[config.mk]
export PLATFORM = sky130hd
export DESIGN_NAME = serial_mag_compare_ctrl
export DESIGN_NICKNAME = d
export VERILOG_FILES = /design/src/rtl/cmp_pkg.sv /design/src/rtl/bit_compare_cell.sv /design/src/rtl/serial_mag_compare_ctrl.sv
export SDC_FILE = /design/constraint.sdc
export NUM_CORES = 1
export LEC_CHECK = 0
export BUFFER_PORTS_ARGS = -buffer_cell sky130_fd_sc_hd__buf_2
export CORE_MARGIN = 1.5
export CORE_UTILIZATION = 48
export CTS_CLUSTER_SIZE = 16
export DETAILED_ROUTE_END_ITERATION = 10
export PLACE_DENSITY = 0.74
export SETUP_SLACK_MARGIN = 0.4
export SLEW_MARGIN = 20
export SYNTH_ARGS = -nofsm -noshare
export SYNTH_HDL_FRONTEND = slang
export SYNTH_SLANG_ARGS = --single-unit
[constraint.sdc]
create_clock -name clk -period 1.3 [get_ports clk]
set_input_delay 0.39 -clock clk [delete_from_list [all_inputs] [get_ports clk]]
set_output_delay 0.39 -clock clk [all_outputs]
set_load 0.05 [all_outputs]
[src/rtl/cmp_pkg.sv]
// Shared definitions for the serial magnitude comparator: FSM state
// encoding and the one-hot result codes driven onto gt/eq/lt.
package cmp_pkg;

  localparam logic [1:0] ST_IDLE = 2'd0;
  localparam logic [1:0] ST_RUN  = 2'd1;
  localparam logic [1:0] ST_DONE = 2'd2;

  localparam logic [2:0] RES_GT   = 3'b100;
  localparam logic [2:0] RES_EQ   = 3'b010;
  localparam logic [2:0] RES_LT   = 3'b001;
  localparam logic [2:0] RES_NONE = 3'b000;

  typedef enum logic [1:0] {
    S_IDLE = ST_IDLE,
    S_RUN  = ST_RUN,
    S_DONE = ST_DONE
  } state_t;

endpackage

[src/rtl/bit_compare_cell.sv]
// One-bit unsigned compare cell: c = a>b, d = a==b, e = a<b.
// Purely combinational; exactly one output is high for any input pair.
module bit_compare_cell (
  input  logic a,
  input  logic b,
  output logic c,
  output logic d,
  output logic e
);

  // Single-bit relations
  assign c = a & ~b;
  assign d = ~(a ^ b);
  assign e = ~a & b;

endmodule

[src/rtl/serial_mag_compare_ctrl.sv]
// Sequencer for an N-bit unsigned magnitude comparison that streams the
// operands MSB-first through a single 1-bit compare cell, one bit per clock.
//
// Handshake: start is sampled only in IDLE; an accepted start captures
// a_in/b_in and clears the result. busy is high in RUN and DONE, done pulses
// for the single DONE cycle, and gt/eq/lt (one-hot once valid, 000 while a
// compare is in flight or after reset) hold until the next accepted start.
// start while busy is dropped, not queued.
module serial_mag_compare_ctrl
  import cmp_pkg::*;
#(
  parameter int WIDTH      = 8,
  parameter bit EARLY_EXIT = 1'b1
) (
  input  logic             clk,
  input  logic             rst,
  input  logic             start,
  input  logic [WIDTH-1:0] a_in,
  input  logic [WIDTH-1:0] b_in,
  output logic             busy,
  output logic             done,
  output logic             gt,
  output logic             eq,
  output logic             lt,
  output logic [1:0]       fsm_state
);

  localparam int              CW       = $clog2(WIDTH);
  localparam logic [CW-1:0]   CNT_LAST = CW'(WIDTH - 1);

  state_t           state;
  state_t           state_next;
  logic [WIDTH-1:0] a_sh;
  logic [WIDTH-1:0] b_sh;
  logic [CW-1:0]    cnt;
  logic             sgt;
  logic             slt;
  logic             sgt_next;
  logic             slt_next;
  logic [2:0]       res;
  logic [2:0]       res_next;
  logic             cgt;
  logic             ceq;
  logic             clt;

  bit_compare_cell u_cell (
    .a (a_sh[WIDTH-1]),
    .b (b_sh[WIDTH-1]),
    .c (cgt),
    .d (ceq),
    .e (clt)
  );

  // Next state, sticky-flag update and result selection
  always_comb begin
    state_next = state;
    res_next   = res;
    sgt_next   = sgt;
    slt_next   = slt;
    // First difference wins: once either flag is set, later bits are ignored.
    if (!(sgt | slt)) begin
      sgt_next = cgt;
      slt_next = clt;
    end
    case (state)
      S_IDLE: begin
        if (start) state_next = S_RUN;
      end
      S_RUN: begin
        // ~ceq marks a differing bit (same as cgt|clt for a one-hot cell).
        if (EARLY_EXIT && !ceq) begin
          res_next   = {cgt, 1'b0, clt};
          state_next = S_DONE;
        end else if (cnt == '0) begin
          res_next   = {sgt_next, ~(sgt_next | slt_next), slt_next};
          state_next = S_DONE;
        end
      end
      S_DONE: begin
        state_next = S_IDLE;
      end
      default: begin
        state_next = S_IDLE;
      end
    endcase
  end

  // State register
  always_ff @(posedge clk) begin
    if (rst) state <= S_IDLE;
    else     state <= state_next;
  end

  // Operand capture, bit shifting, counter, sticky flags and result register
  always_ff @(posedge clk) begin
    if (rst) begin
      a_sh <= '0;
      b_sh <= '0;
      cnt  <= '0;
      sgt  <= 1'b0;
      slt  <= 1'b0;
      res  <= RES_NONE;
    end else begin
      case (state)
        S_IDLE: begin
          if (start) begin
            a_sh <= a_in;
            b_sh <= b_in;
            cnt  <= CNT_LAST;
            sgt  <= 1'b0;
            slt  <= 1'b0;
            res  <= RES_NONE;
          end
        end
        S_RUN: begin
          a_sh <= {a_sh[WIDTH-2:0], 1'b0};
          b_sh <= {b_sh[WIDTH-2:0], 1'b0};
          cnt  <= cnt - 1'b1;
          sgt  <= sgt_next;
          slt  <= slt_next;
          res  <= res_next;
        end
        default: begin
        end
      endcase
    end
  end

  assign busy      = (state != S_IDLE);
  assign done      = (state == S_DONE);
  assign gt        = res[2];
  assign eq        = res[1];
  assign lt        = res[0];
  assign fsm_state = state;

endmodule

Yosys cells after proc, flatten, opt, wreduce, memory -nomap -nowiden
Cells that the tools add are included.
Word-level totals
  register bits after elaboration: 26
  logic and storage cells: 46
  output and inout bits: 7
Operators by class
  equality and inequality tests: 4
  muxes and demuxes: 19
  $add $sub $neg: 1
  bitwise logic cells: 8
  reduce and logical (&&, ||, !) cells: 7
Operator list (number)
  $pmux W8 S2: 2
  $mux W8: 2
  $mux W3: 4
  $pmux W3 S2: 2
  $mux W2: 3
  $pmux W1 S2: 2
  $pmux W2 S2: 1
  $reduce_and A2 Y1: 2
  $reduce_bool A2 Y1: 2
  $logic_not A3 Y1: 1
  $mux W1: 3
  $ne A3 B3 Y1 const B: 1
  $not A1 Y1: 3
  $reduce_and A3 Y1: 1
  $sub A3 B1 Y3 const B: 1
  $and A1 B1 Y1: 2
  $eq A2 B1 Y1 const B: 1
  $eq A2 B2 Y1 const B: 1
  $logic_not A2 Y1: 1
  $ne A2 B2 Y1 const B: 1
  $or A1 B1 Y1: 2
  $xor A1 B1 Y1: 1

Logic depth before layout (Yosys ltp)
  depth in word-level cells: 8
  mapped depth: 6
  gate-level depth less buffers: 6

Hierarchy
A second synthesis with hierarchy kept.
Second synthesis, totals
  cells, all modules: 152
  area, all modules: 1353.8 um^2
Modules (own cells, without submodules)
  serial_mag_compare_ctrl: times used 1, area an instance 1321.3 um^2, cells an instance 148
  bit_compare_cell: times used 1, area an instance 32.5 um^2, cells an instance 4

Worst setup path after synthesis
Ideal clock, no wire load.
  kind: reg2out
  start: register state[1] (netlist: fsm_state[1])
  end: output done
  setup slack: -0.634 ns
  cell stages (with the launch flop): 3
  path buffers: 1
  data arrival time: 1.544 ns
  path through: dfxtp_1 -> buf_6 -> nor2b_1
Between the ends
  longest elaborated chain between the ends: 1
Ends and longest elaborated chain
  from (decl): RTL line serial_mag_compare_ctrl.sv:31  | state_t state;
  from (signal assigned): RTL line serial_mag_compare_ctrl.sv:91  | else state <= state_next;
  $eq A2 B2 Y1: RTL line serial_mag_compare_ctrl.sv:130  | assign done = (state == S_DONE);
  to (decl): RTL line serial_mag_compare_ctrl.sv:21  | output logic done,
No other way between the ends.

Worst setup path after layout
  start: register state[1] (netlist: fsm_state[1])
  end: output busy
Between the ends
  longest elaborated chain between the ends: 1
Ends and longest elaborated chain
  $reduce_bool A2 Y1: RTL line serial_mag_compare_ctrl.sv:129  | assign busy = (state != S_IDLE);
  to (decl): RTL line serial_mag_compare_ctrl.sv:20  | output logic busy,
No other way between the ends.

==> results_dict.tcl <==
set metrics [dict create \
    hold_buffers 0 \
    drt.antenna.violating_nets 0 \
    r2r-start "fsm_state[1]" \
    whs_path_depth 3 \
    clock.fmax_mhz 655 \
    vias_in_the_first_global_route 1329 \
    remaining_drc_errors 0 \
    num_antenna_cells 0 \
    layout_min_cycle_time_ns 1.53 \
    finalHoldWorstSlack_ns 0.285 \
    grtUsageMet3_pct 3.72 \
    setup.reg_to_reg.worst_slack_ns -0.21 \
    cts_root_buf "clkbuf_4" \
    globalRoute.busiestLayer "met2" \
    nets 217 \
    critical_path.max_fanout 4 \
    postSynthRegisterBits 26 \
    crit_arrival_ns 1.14 \
    place.detailed.hpwl_mm 1.85 \
    num_rows 18 \
    power_mw 2.34 \
    drt_first_pass_iters 4 \
    crit_path_end_kind "output port" \
    syn_to_final_growth_pct 55.5 \
    synth-simple-area-share_pct 22.2 \
    r2r_end "cnt[2]" \
    numClockSinks 26 \
    rsz0062_at_grt "yes" \
    max_slew_violations 0 \
    nFillCells 142 \
    reg2regPathDepth 6 \
    cts-htree-levels 1 \
    cts.clk_slew.worst_paths_ns 0.16 \
    power.ir.vdd_worst_mv 0.973 \
    post_synthesis_xor_xnor_area_fraction_pct 0 \
    worst_pin_slew_ns 0.246 \
    maxCapViolations 0 \
    numPortBuffers 25 \
    dr.first_iter.drc_count 21 \
    die_width_um 55.6 \
    run_status "finished, violations left" \
    tritoncts "done" \
    type_of_the_setup_path_with_the_least_slack "flip-flop to output port" \
    failed_checks "setup timing" \
    drive_gt1_share_pct 61.1 \
    grt_pass1_wl_mm 6.44 \
    critical_path_launch_point_type "flip-flop" \
    grt.met1_usage_pct 31.7 \
    number_of_antenna_violations_at_the_first_check_in_global_routing 0 \
    dieHeight_um 55.6 \
    finalWeightedCongestion 0.742 \
    hold_path_end "a_sh[0]" \
    hold_path.class "input port to flip-flop" \
    post_dp_cell_area_sq_mm 0.00160 \
    setup_ws_ns -0.226 \
    hold_path_startpoint "a_in[0]" \
    grt_use_total_pct 26.8 \
    detail_route.vias_per_cell 5.66 \
    synthesis.area_per_instance_sq_um 9.03 \
    met2_usage_pct 48.1 \
    finClkSkew_ns 0.0174 \
    yosys_warnings 0 \
    synthAdderAreaFrac_pct 3.77 \
    cts_buffer_depth 2 \
    gr-total-overflow 0 \
    syn-instance-count 147 \
    share_of_the_synthesized_area_in_compound_gates_ao_oa_aoi_oai_pct 26.1 \
    detailed_route_wire_length_mm 3.92 \
    clock_insertion_delay_worst_skew_ns 0.34 \
    power_density_mw_per_mm2 1130 \
    post-route-period-util_pct 117 \
    number_of_nets_in_the_synthesized_netlist 170 \
    ys_seq_area_share_pct 39.2 \
    netlist_area_sq_mm 0.00133 \
    main_combinational_cell_family_by_area_after_synthesis "compound AO/OA/AOI/OAI gates" \
    mux_cell_area_share_after_synthesis_pct 0 \
    die_area_sq_mm 0.00309 \
    pin_count 26 \
    postLayoutCellArea_sq_mm 0.00206 \
    max-slew-margin-rel_pct 83.6 \
    finalHoldViolations 0 \
    tritoncts.num_buffers 3 \
    core_area_sq_mm 0.00254 \
    worst_path_required_time_ns 0.91 \
    pin_count_of_the_biggest_net_entering_global_routing 27 \
    p_leak_nw 0.824 \
    initial_core_util_pct 52.2 \
    via_count 1263 \
    setup_viol_count_final 25 \
    final_util_pct 81.1 \
    drt-wirelength-per-cell_um 17.6 \
    ys_types 32 \
]
## kinds of logic (layout without fill, tap and decap cells)
group           count (synthesis)  in the layout
fa+ha+maj                       4              4
flops                          26             26
buf+inv                        18             63
simple gates                   65             66
compound gates                 34             34
## worst max path at each step
stage	from	end	slack, ns
2_1_floorplan	fsm_state[1]	done	0.02
3_3_place_gp	b_sh[7]	res[1]	-0.03
3_5_place_dp	b_sh[7]	res[1]	-0.03
4_1_cts	fsm_state[1]	busy	-0.20
5_1_grt	fsm_state[1]	busy	-0.27
6_report	fsm_state[1]	busy	-0.23
## cell usage in the layout (no fill, tap or decap), types with 2 or more instances in the layout
master / n
nand2_2: 2
clkbuf_16: 2
nor2b_4: 2
o211ai_1: 2
and2_1: 2
inv_1: 5
a21oi_2: 3
dfxtp_2: 7
a21boi_0: 2
nor3b_2: 2
a22oi_2: 3
buf_8: 4
nor2_4: 4
nor2_1: 7
inv_2: 2
dfxtp_4: 2
buf_4: 9
nand2_1: 29
buf_2: 19
a21oi_1: 2
buf_6: 11
a311oi_2: 14
dfxtp_1: 17
clkbuf_4: 3
nor2_2: 9
o21ai_1: 2
ha_4: 3
buf_12: 6
## area by class of cell
type / instances / area [sq um] / share of cell area [%]
inverters: 7 / 26.3 / 1.27
multi-input cells: 104 / 893 / 43.3
flip-flops and latches: 26 / 537 / 26.0
repair buffers: 52 / 544 / 26.4
clock buffers: 4 / 26.3 / 1.27
well taps: 30 / 37.5 / 1.82
## state kept, by name (all words and copies together) (netlist names)
register	cells
a_sh	8
b_sh	8
cnt	3
res	3
fsm_state	2
sgt	1
slt	1
## report_power, final
group | internal (mW) | switching, mW | leakage (nW)
registers | 0.885 | 0.0749 | 0.219
clock network | 0.121 | 0.256 | 0.0150
logic | 0.518 | 0.483 | 0.590
## critical path: stages (launching register included)
cell	delay (ns)
dfxtp_4	0.39
or2_4	0.26
buf_8	0.15
## what timing repair did
action | 4_1_cts | 5_1_grt
buffers inserted | 15 | 2
endpoints found under the setup margin | 33 | 33
hold endpoints to repair | 0 | 0
pin swaps | 19 | 6
gates cloned | 4 | 0
resized for setup | 49 | 8
## per-layer routing
layer	up-vias	part of all wire [%]
met5	-	0
met4	0	2.3
met3	14	2.7
met2	36	54
met1	605	41
li1	608	-
## through the flow
step | TNS, ns | instances | worst slack (ns)
after CTS | -2.67 | 221 | -0.204
after floorplan | 0 | 147 | 0.0221
after global routing | -4.54 | 223 | -0.265
after detailed placement | -0.0276 | 198 | -0.0276
after global placement | -0.0267 | 198 | -0.0267
final | -3.19 | 223 | -0.226
## cells in the mapped netlist
| library cell | n | area share (%) |
|---|---|---|
| nand2_1 | 31 | 8.8 |
| dfxtp_1 | 26 | 39 |
| nor2_1 | 20 | 5.7 |
| a311oi_2 | 13 | 15 |
| inv_1 | 7 | 2.0 |
| a21oi_1 | 5 | 1.9 |
| buf_6 | 5 | 4.2 |
| ha_1 | 4 | 3.8 |
| a22oi_1 | 3 | 1.7 |
| o21ai_0 | 3 | 1.1 |
| a21boi_0 | 2 | 1.1 |
| a311oi_1 | 2 | 1.3 |
| and2_1 | 2 | 0.94 |
| buf_2 | 2 | 0.75 |
| buf_4 | 2 | 1.1 |
| clkbuf_1 | 2 | 0.57 |
| nor3b_1 | 2 | 1.1 |
| o211ai_1 | 2 | 1.1 |
| a221oi_1 | 1 | 0.66 |
| a32oi_1 | 1 | 0.66 |
| and3b_1 | 1 | 0.66 |
| nand2b_1 | 1 | 0.47 |
| nand2b_2 | 1 | 0.66 |
| nand4b_1 | 1 | 0.66 |
| nor2b_1 | 1 | 0.47 |
| nor2b_2 | 1 | 0.66 |
| nor3_1 | 1 | 0.38 |
| nor4b_1 | 1 | 0.66 |
| o21ba_4 | 1 | 1.2 |
| o21bai_1 | 1 | 0.57 |
| or2_2 | 1 | 0.47 |
| or3b_1 | 1 | 0.66 |
Note: power is estimated with default switching activity, not from simulation.
